===== src/rtl/vector_ldst.sv =====
// Vector load/store engine: moves one 256-bit vector register to or from
// 16-bit data memory, one element per cycle at BaseAddr + i*Stride.
//
// state     | meaning
// ----------+--------------------------------------------------------
// IDLE      | waiting for start_i
// LD_RD     | 16 memory reads, capturing the previous read's data
// LD_TAIL   | capture the last element
// LD_WB     | single vector-register write of the assembled vector
// ST_VRD    | vector-register read strobe
// ST_CAP    | latch the vector-register read data
// ST_WR     | 16 memory writes, one element per cycle
// DONE      | one-cycle completion pulse; may accept a new start

module vector_ldst #(
  parameter int ELEMS = 16,
  parameter int EW    = 16,
  parameter int AW    = 16
) (
  input  logic                clk_i,
  input  logic                rst_n_i,
  input  logic                start_i,
  input  logic                op_i,
  input  logic [2:0]          vreg_sel_i,
  input  logic [AW-1:0]       base_addr_i,
  input  logic [AW-1:0]       stride_i,
  output logic                busy_o,
  output logic                done_o,
  output logic [AW-1:0]       mem_addr_o,
  output logic                mem_rd_o,
  output logic                mem_wr_o,
  output logic [EW-1:0]       mem_wdata_o,
  input  logic [EW-1:0]       mem_rdata_i,
  output logic [2:0]          vreg_addr_o,
  output logic                vreg_rd_o,
  output logic                vreg_wr_o,
  output logic [ELEMS*EW-1:0] vreg_wdata_o,
  input  logic [ELEMS*EW-1:0] vreg_rdata_i
);

  localparam int VW = ELEMS * EW;
  localparam int CW = $clog2(ELEMS);
  localparam logic [CW-1:0] LAST = CW'(ELEMS - 1);

  typedef enum logic [2:0] {
    S_IDLE, S_LD_RD, S_LD_TAIL, S_LD_WB,
    S_ST_VRD, S_ST_CAP, S_ST_WR, S_DONE
  } state_t;

  state_t        state_q, state_d;
  logic [CW-1:0] cnt_q, cnt_d;
  logic [2:0]    sel_q, sel_d;
  logic [AW-1:0] addr_q, addr_d;
  logic [AW-1:0] stride_q, stride_d;
  logic [VW-1:0] asm_q, asm_d;
  logic [VW-1:0] st_q, st_d;

  always_ff @(posedge clk_i or negedge rst_n_i) begin
    if (!rst_n_i) begin
      state_q  <= S_IDLE;
      cnt_q    <= '0;
      sel_q    <= '0;
      addr_q   <= '0;
      stride_q <= '0;
      asm_q    <= '0;
      st_q     <= '0;
    end else begin
      state_q  <= state_d;
      cnt_q    <= cnt_d;
      sel_q    <= sel_d;
      addr_q   <= addr_d;
      stride_q <= stride_d;
      asm_q    <= asm_d;
      st_q     <= st_d;
    end
  end

  always_comb begin
    state_d     = state_q;
    cnt_d       = cnt_q;
    sel_d       = sel_q;
    addr_d      = addr_q;
    stride_d    = stride_q;
    asm_d       = asm_q;
    st_d        = st_q;
    mem_rd_o    = 1'b0;
    mem_wr_o    = 1'b0;
    mem_addr_o  = '0;
    mem_wdata_o = '0;
    vreg_rd_o   = 1'b0;
    vreg_wr_o   = 1'b0;

    unique case (state_q)
      S_IDLE, S_DONE: begin
        state_d = S_IDLE;
        if (start_i) begin
          sel_d    = vreg_sel_i;
          addr_d   = base_addr_i;
          stride_d = stride_i;
          cnt_d    = '0;
          if (op_i) begin
            state_d = S_ST_VRD;
          end else begin
            state_d = S_LD_RD;
            asm_d   = '0;
          end
        end
      end
      S_LD_RD: begin
        mem_rd_o   = 1'b1;
        mem_addr_o = addr_q;
        addr_d     = addr_q + stride_q;
        cnt_d      = cnt_q + CW'(1);
        // Elements shift in from the top so element 0 ends up at bits [EW-1:0].
        if (cnt_q != '0) asm_d = {mem_rdata_i, asm_q[VW-1:EW]};
        if (cnt_q == LAST) state_d = S_LD_TAIL;
      end
      S_LD_TAIL: begin
        asm_d   = {mem_rdata_i, asm_q[VW-1:EW]};
        state_d = S_LD_WB;
      end
      S_LD_WB: begin
        vreg_wr_o = 1'b1;
        state_d   = S_DONE;
      end
      S_ST_VRD: begin
        vreg_rd_o = 1'b1;
        state_d   = S_ST_CAP;
      end
      S_ST_CAP: begin
        st_d    = vreg_rdata_i;
        state_d = S_ST_WR;
      end
      S_ST_WR: begin
        mem_wr_o    = 1'b1;
        mem_addr_o  = addr_q;
        mem_wdata_o = st_q[EW-1:0];
        st_d        = st_q >> EW;
        addr_d      = addr_q + stride_q;
        cnt_d       = cnt_q + CW'(1);
        if (cnt_q == LAST) state_d = S_DONE;
      end
      default: state_d = S_IDLE;
    endcase
  end

  assign busy_o       = (state_q != S_IDLE) && (state_q != S_DONE);
  assign done_o       = (state_q == S_DONE);
  assign vreg_addr_o  = sel_q;
  assign vreg_wdata_o = asm_q;

endmodule


===== config.mk =====
export PLATFORM = sky130hd
export DESIGN_NAME = vector_ldst
export DESIGN_NICKNAME = d
export VERILOG_FILES = /design/src/rtl/vector_ldst.sv
export SDC_FILE = /design/constraint.sdc
export NUM_CORES = 1
export LEC_CHECK = 0
export BUFFER_PORTS_ARGS = -buffer_cell sky130_fd_sc_hd__buf_2
export CORE_AREA = 2 2 235 237
export DETAILED_ROUTE_END_ITERATION = 16
export DIE_AREA = 0 0 237 239
export PLACE_DENSITY = 0.71
export SETUP_SLACK_MARGIN = 0.02
export SLEW_MARGIN = 0
export SYNTH_ARGS = -nofsm -noshare
export SYNTH_HDL_FRONTEND = slang
export SYNTH_SLANG_ARGS = --single-unit

===== constraint.sdc =====
create_clock -name clk_i -period 3.4 [get_ports clk_i]
set_clock_uncertainty 0.1 [all_clocks]
set_input_delay 0.34 -clock clk_i [delete_from_list [all_inputs] [get_ports clk_i]]
set_output_delay 0.34 -clock clk_i [all_outputs]
set_load 0.02 [all_outputs]

After elaboration in Yosys (flattened, before gate mapping)
Index checks and enable logic that the tools add are counted.
Cells by class
  reductions and logical operators: 13
  multiplexer cells: 20
  eq/ne operators: 14
  add/subtract/negate cells: 2
Operators by type and width (number)
  $mux W256: 3
  $pmux W256 S3: 1
  $pmux W256 S2: 1
  $mux W16: 3
  $pmux W16 S2: 1
  $pmux W3 S7: 1
  $add A16 B16 Y16: 1
  $eq A3 B3 Y1 const B: 4
  $mux W3: 4
  $ne A2 B2 Y1 const B: 5
  $pmux W4 S2: 1
  $eq A3 B2 Y1 const B: 2
  $reduce_and A2 Y1: 3
  $reduce_bool A3 Y1: 2
  $add A4 B1 Y4 const B: 1
  $eq A4 B4 Y1 const B: 1
  $mux W1: 4
  $mux W4: 1
  $reduce_and A4 Y1: 1
  $reduce_bool A2 Y1: 2
  $reduce_bool A4 Y1: 1
  $reduce_or A2 Y1: 2
  $eq A3 B1 Y1 const B: 1
  $logic_not A3 Y1: 1
  2 further kinds: 2
Storage, ports and cells
  bits in registers: 554

Longest topological paths before layout
  word-level depth: 4
  gate-level depth with buffers: 8
  mapped depth without buffers: 7

Worst setup path after synthesis
OpenSTA, ideal clock, no wires.
  path kind: reg-to-reg
  start point: register addr_q[0]
  end point: register addr_q[12]
  stages on the path, launching flop included: 8
  path slack: 1.242 ns
  buffers on the path: 0
  arrival time: 1.963 ns
  path through: dfrtp_1 > ha_1 > fa_1 > a21o_1 > a221oi_2 > or3_1 > a21boi_0 > o31ai_1
On the way
  longest elaborated chain between the ends: 2
Ends and longest elaborated chain
  start: declaration: line 53  | logic [AW-1:0] addr_q, addr_d;
  start signal: assignment: line 71  | addr_q <= addr_d;
  $add A16 B16 Y16: line 112, 139
  $pmux W16 S2: line 93  | unique case (state_q)
Every way passes these cells.
A chain may end at the register's enable or synchronous reset.

Worst setup path after layout
  start point: register state_q[2]
  end point: output mem_wdata_o[13]
On the way
  longest elaborated chain between the ends: 2
Ends and longest elaborated chain
  start: declaration: line 50  | state_t state_q, state_d;
  start signal: assignment: line 68  | state_q <= state_d;
  $eq A3 B3 Y1: line 93
  $mux W16: line 93
  end: declaration: line 32  | output logic [EW-1:0] mem_wdata_o,
Every way passes these cells.

==> metrics <==
Switching Share 40.9%; DR WL/cell 20.7 um; max-slew violations 0; critical path type reg2out; most frequent cells in the layout buf_2 (606), dfrtp_1 (554), nand2_1 (319); number of flops mapped to enable cells by yosys 0; Crit Path Max Fanout 87; Max-slew headroom 35.3%; Synth top area share 59.7%; Total Nets Final about 3200; most common cell after layout, fill and taps aside buf_2; Detail Route Antenna Nets 0; die span in x 237 um; FFs w/ async S/R, synth 100%; Site Rows 86; gr ovfl total 0; Syn. warnings 0; Die ar. 56600 um2; starting density of the core 42.7%; syn_area_per_cell 11.6 um2; Clock Pin Slew Worst Setup and Hold Paths 60 ps; final WL about 75 mm; leading area contributor after synthesis dfrtp_1; PortBufs between 600 and 700; largest net degree at the start of global routing 108; FMAX 331 MHz; Die Ht 239 um; critical path required time 2960 ps; share of layout cells above drive strength 1 26.4%; Tot GR Track Use 25.9%; initial antenna violation count 7; Max clock buf depth 3; Post-synth top flop dfrtp_1; setup tns final 0 ps; vias in the first global route 20100; Residual DRC 0; pre-CTS WS 825 ps; syn_nets 2331; synth top area cells dfrtp_1 (60%), mux2i_1 (10%), a22o_1 (10%), o21ai_1 (5.5%), nand2_1 (5.2%); H-tree levels 2; Post-CTS Setup Inserts 0; Max VDD drop 0.549 mV; core area 54300 um2; Max-Cap Viols 0; DP HPWL 51.7 mm; first-pass GRT wire length about 120 mm; startpoint types register; Area Overhead vs Synth 38.4%; min Tclk post-route 3020 ps; Tcrit/Tclk final about nine tenths; routability congestion estimate 0.905; vias per cell 5.39; final hold vios 0; Post-Synthesis Cells 2002; synthesized cell area approximately 23000 um2; Distinct cells, synth 44; status complete, no violations; num ports 608; sequential power share 36.8%; P_int 17.6 mW; DR iter-0 viols 1266; Final setup viols 0; P per Cell Area ~930 nW/um2; R2R setup slack 830 ps; switching power ~12 mW; FF+latch count, synth 554; clk_lat worst skew ~640 ps; crit path setup slack, layout 379 ps; via count 19500; CTS tree yes; clock power share 21.6%; RSZ-0062 raised after global routing no; Layout fillers 4222; Worst Max-Slew Pin Slew about 970 ps; Comb pwr share a little over two fifths; leak pwr 16.0 nW; Arrival @ worst endpoint between 2000 and 3000 ps; first drt pass iteration count 5; number of buffers created by CTS slightly below 60; CTS root buf clkbuf_16; Critical Path End Type primary output; Hold Path Class in2reg; Sink Count 554; sequential share of the synthesized area roughly three fifths
## synthesized netlist by cell type (all sizes together), types with 2 or more instances
master    n
inv       9
nor3      6
and3      4
mux2      3
nor2b     5
a211oi    3
xnor2     4
dfrtp   554
mux2i   242
and2     32
o31ai     2
a22oi     7
o221ai    3
o211ai    5
o21ai   266
o21bai    2
a22o    274
xor2      5
clkbuf   53
nand3     7
ha       17
nor2     20
and3b     2
a221oi    2
a21oi    26
a21boi    2
or3       3
buf     106
nor3b     2
a222oi    3
or2       2
a21o      4
nand2   319
nand4     4
## power by group through the flow
stage	clock, mW	sequential [mW]	combinational (mW)
after floorplan	0	11.1	8.03
after global placement	0	10.9	11.6
after detailed placement	0	11.0	12.0
after CTS	6.53	10.9	12.3
after global routing	6.83	11.2	13.6
final	6.44	11.0	12.4
## stage by stage
stage	total power [mW]	hold WS, ps	utilization, %	area, um2	instances
after floorplan	19.1	-55.6	-	23200	2002
after global placement	22.6	255	49.9	27100	3210
after detailed placement	23.0	260	49.9	27100	3210
after CTS	29.7	45.3	59.1	32100	3620
after global routing	31.7	59.7	59.2	32100	3626
final	29.8	54.1	59.2	32100	3628
## metal layers
layer	up-vias	wire length, um	part of all wire (%)	GRT usage, %
met5	-	16	0.021	0
met1	9614	29800	40	31.8
met4	2	3460	4.6	11.6
met2	781	37000	49	44.4
li1	8943	-	-	-
met3	206	4690	6.3	5.08
## area by class of cell
cell class	instances	area, um2	share of cell area, %
inverter	9	33.8	0.105
clock buffer	81	1690	5.25
sequential	554	13900	43.1
clock inverter	24	272	0.845
timing repair buffer	968	6750	21.0
multi-input combinational	1280	8640	26.9
tap	704	881	2.74
antenna	8	20.0	0.0623
## final timing paths
| check | start | end | cells past startpoint |
|---|---|---|---|
| min in group asynchronous | rst_n_i | vreg_wdata_o[84] | 2 |
| worst min register to register | st_q[10] | st_q[10] | 2 |
| worst max register to register | state_q[2] | vreg_wdata_o[214] | 6 |
| worst max-delay path | state_q[2] | mem_wdata_o[13] | 4 |
| worst min-delay path | vreg_rdata_i[45] | st_q[45] | 3 |
| max in group asynchronous | rst_n_i | st_q[31] | 3 |
## sequential cells by signal, indices dropped and copies added, names as in the netlist
name and flops:
state_q 3, addr_q 16, vreg_wdata_o 256, stride_q 16, st_q 256, cnt_q 4
vreg_addr_o 3
## critical path: stages, from the launching register on
cell	delay (ps)
dfrtp_1	660
and3b_4	360
buf_12	410
and2_1	250
buf_2	180
## repair_timing
| item | CTS | global route |
|---|---|---|
| hold buffers | 305 | 0 |
| gates resized for setup | 0 | 1 |
| endpoints found under the hold margin | 363 | 0 |
| endpoints found under the setup margin | 0 | 2 |
## kinds of logic (layout without fill, tap and decap cells)
kind of cell	count (synthesis)	count (layout)	share of synthesized area (%)
adder cells (fa/ha/maj)	18	18	1.00
flip-flops	554	554	59.7
other	0	8	0
AND/OR/NAND/NOR	407	407	7.30
multiplexers	245	245	10.6
XOR/XNOR	9	9	0.339
buffers and inverters	168	1082	3.25
AO/OA/AOI/OAI	601	601	17.9
Note: power is estimated with default switching activity, not from simulation.
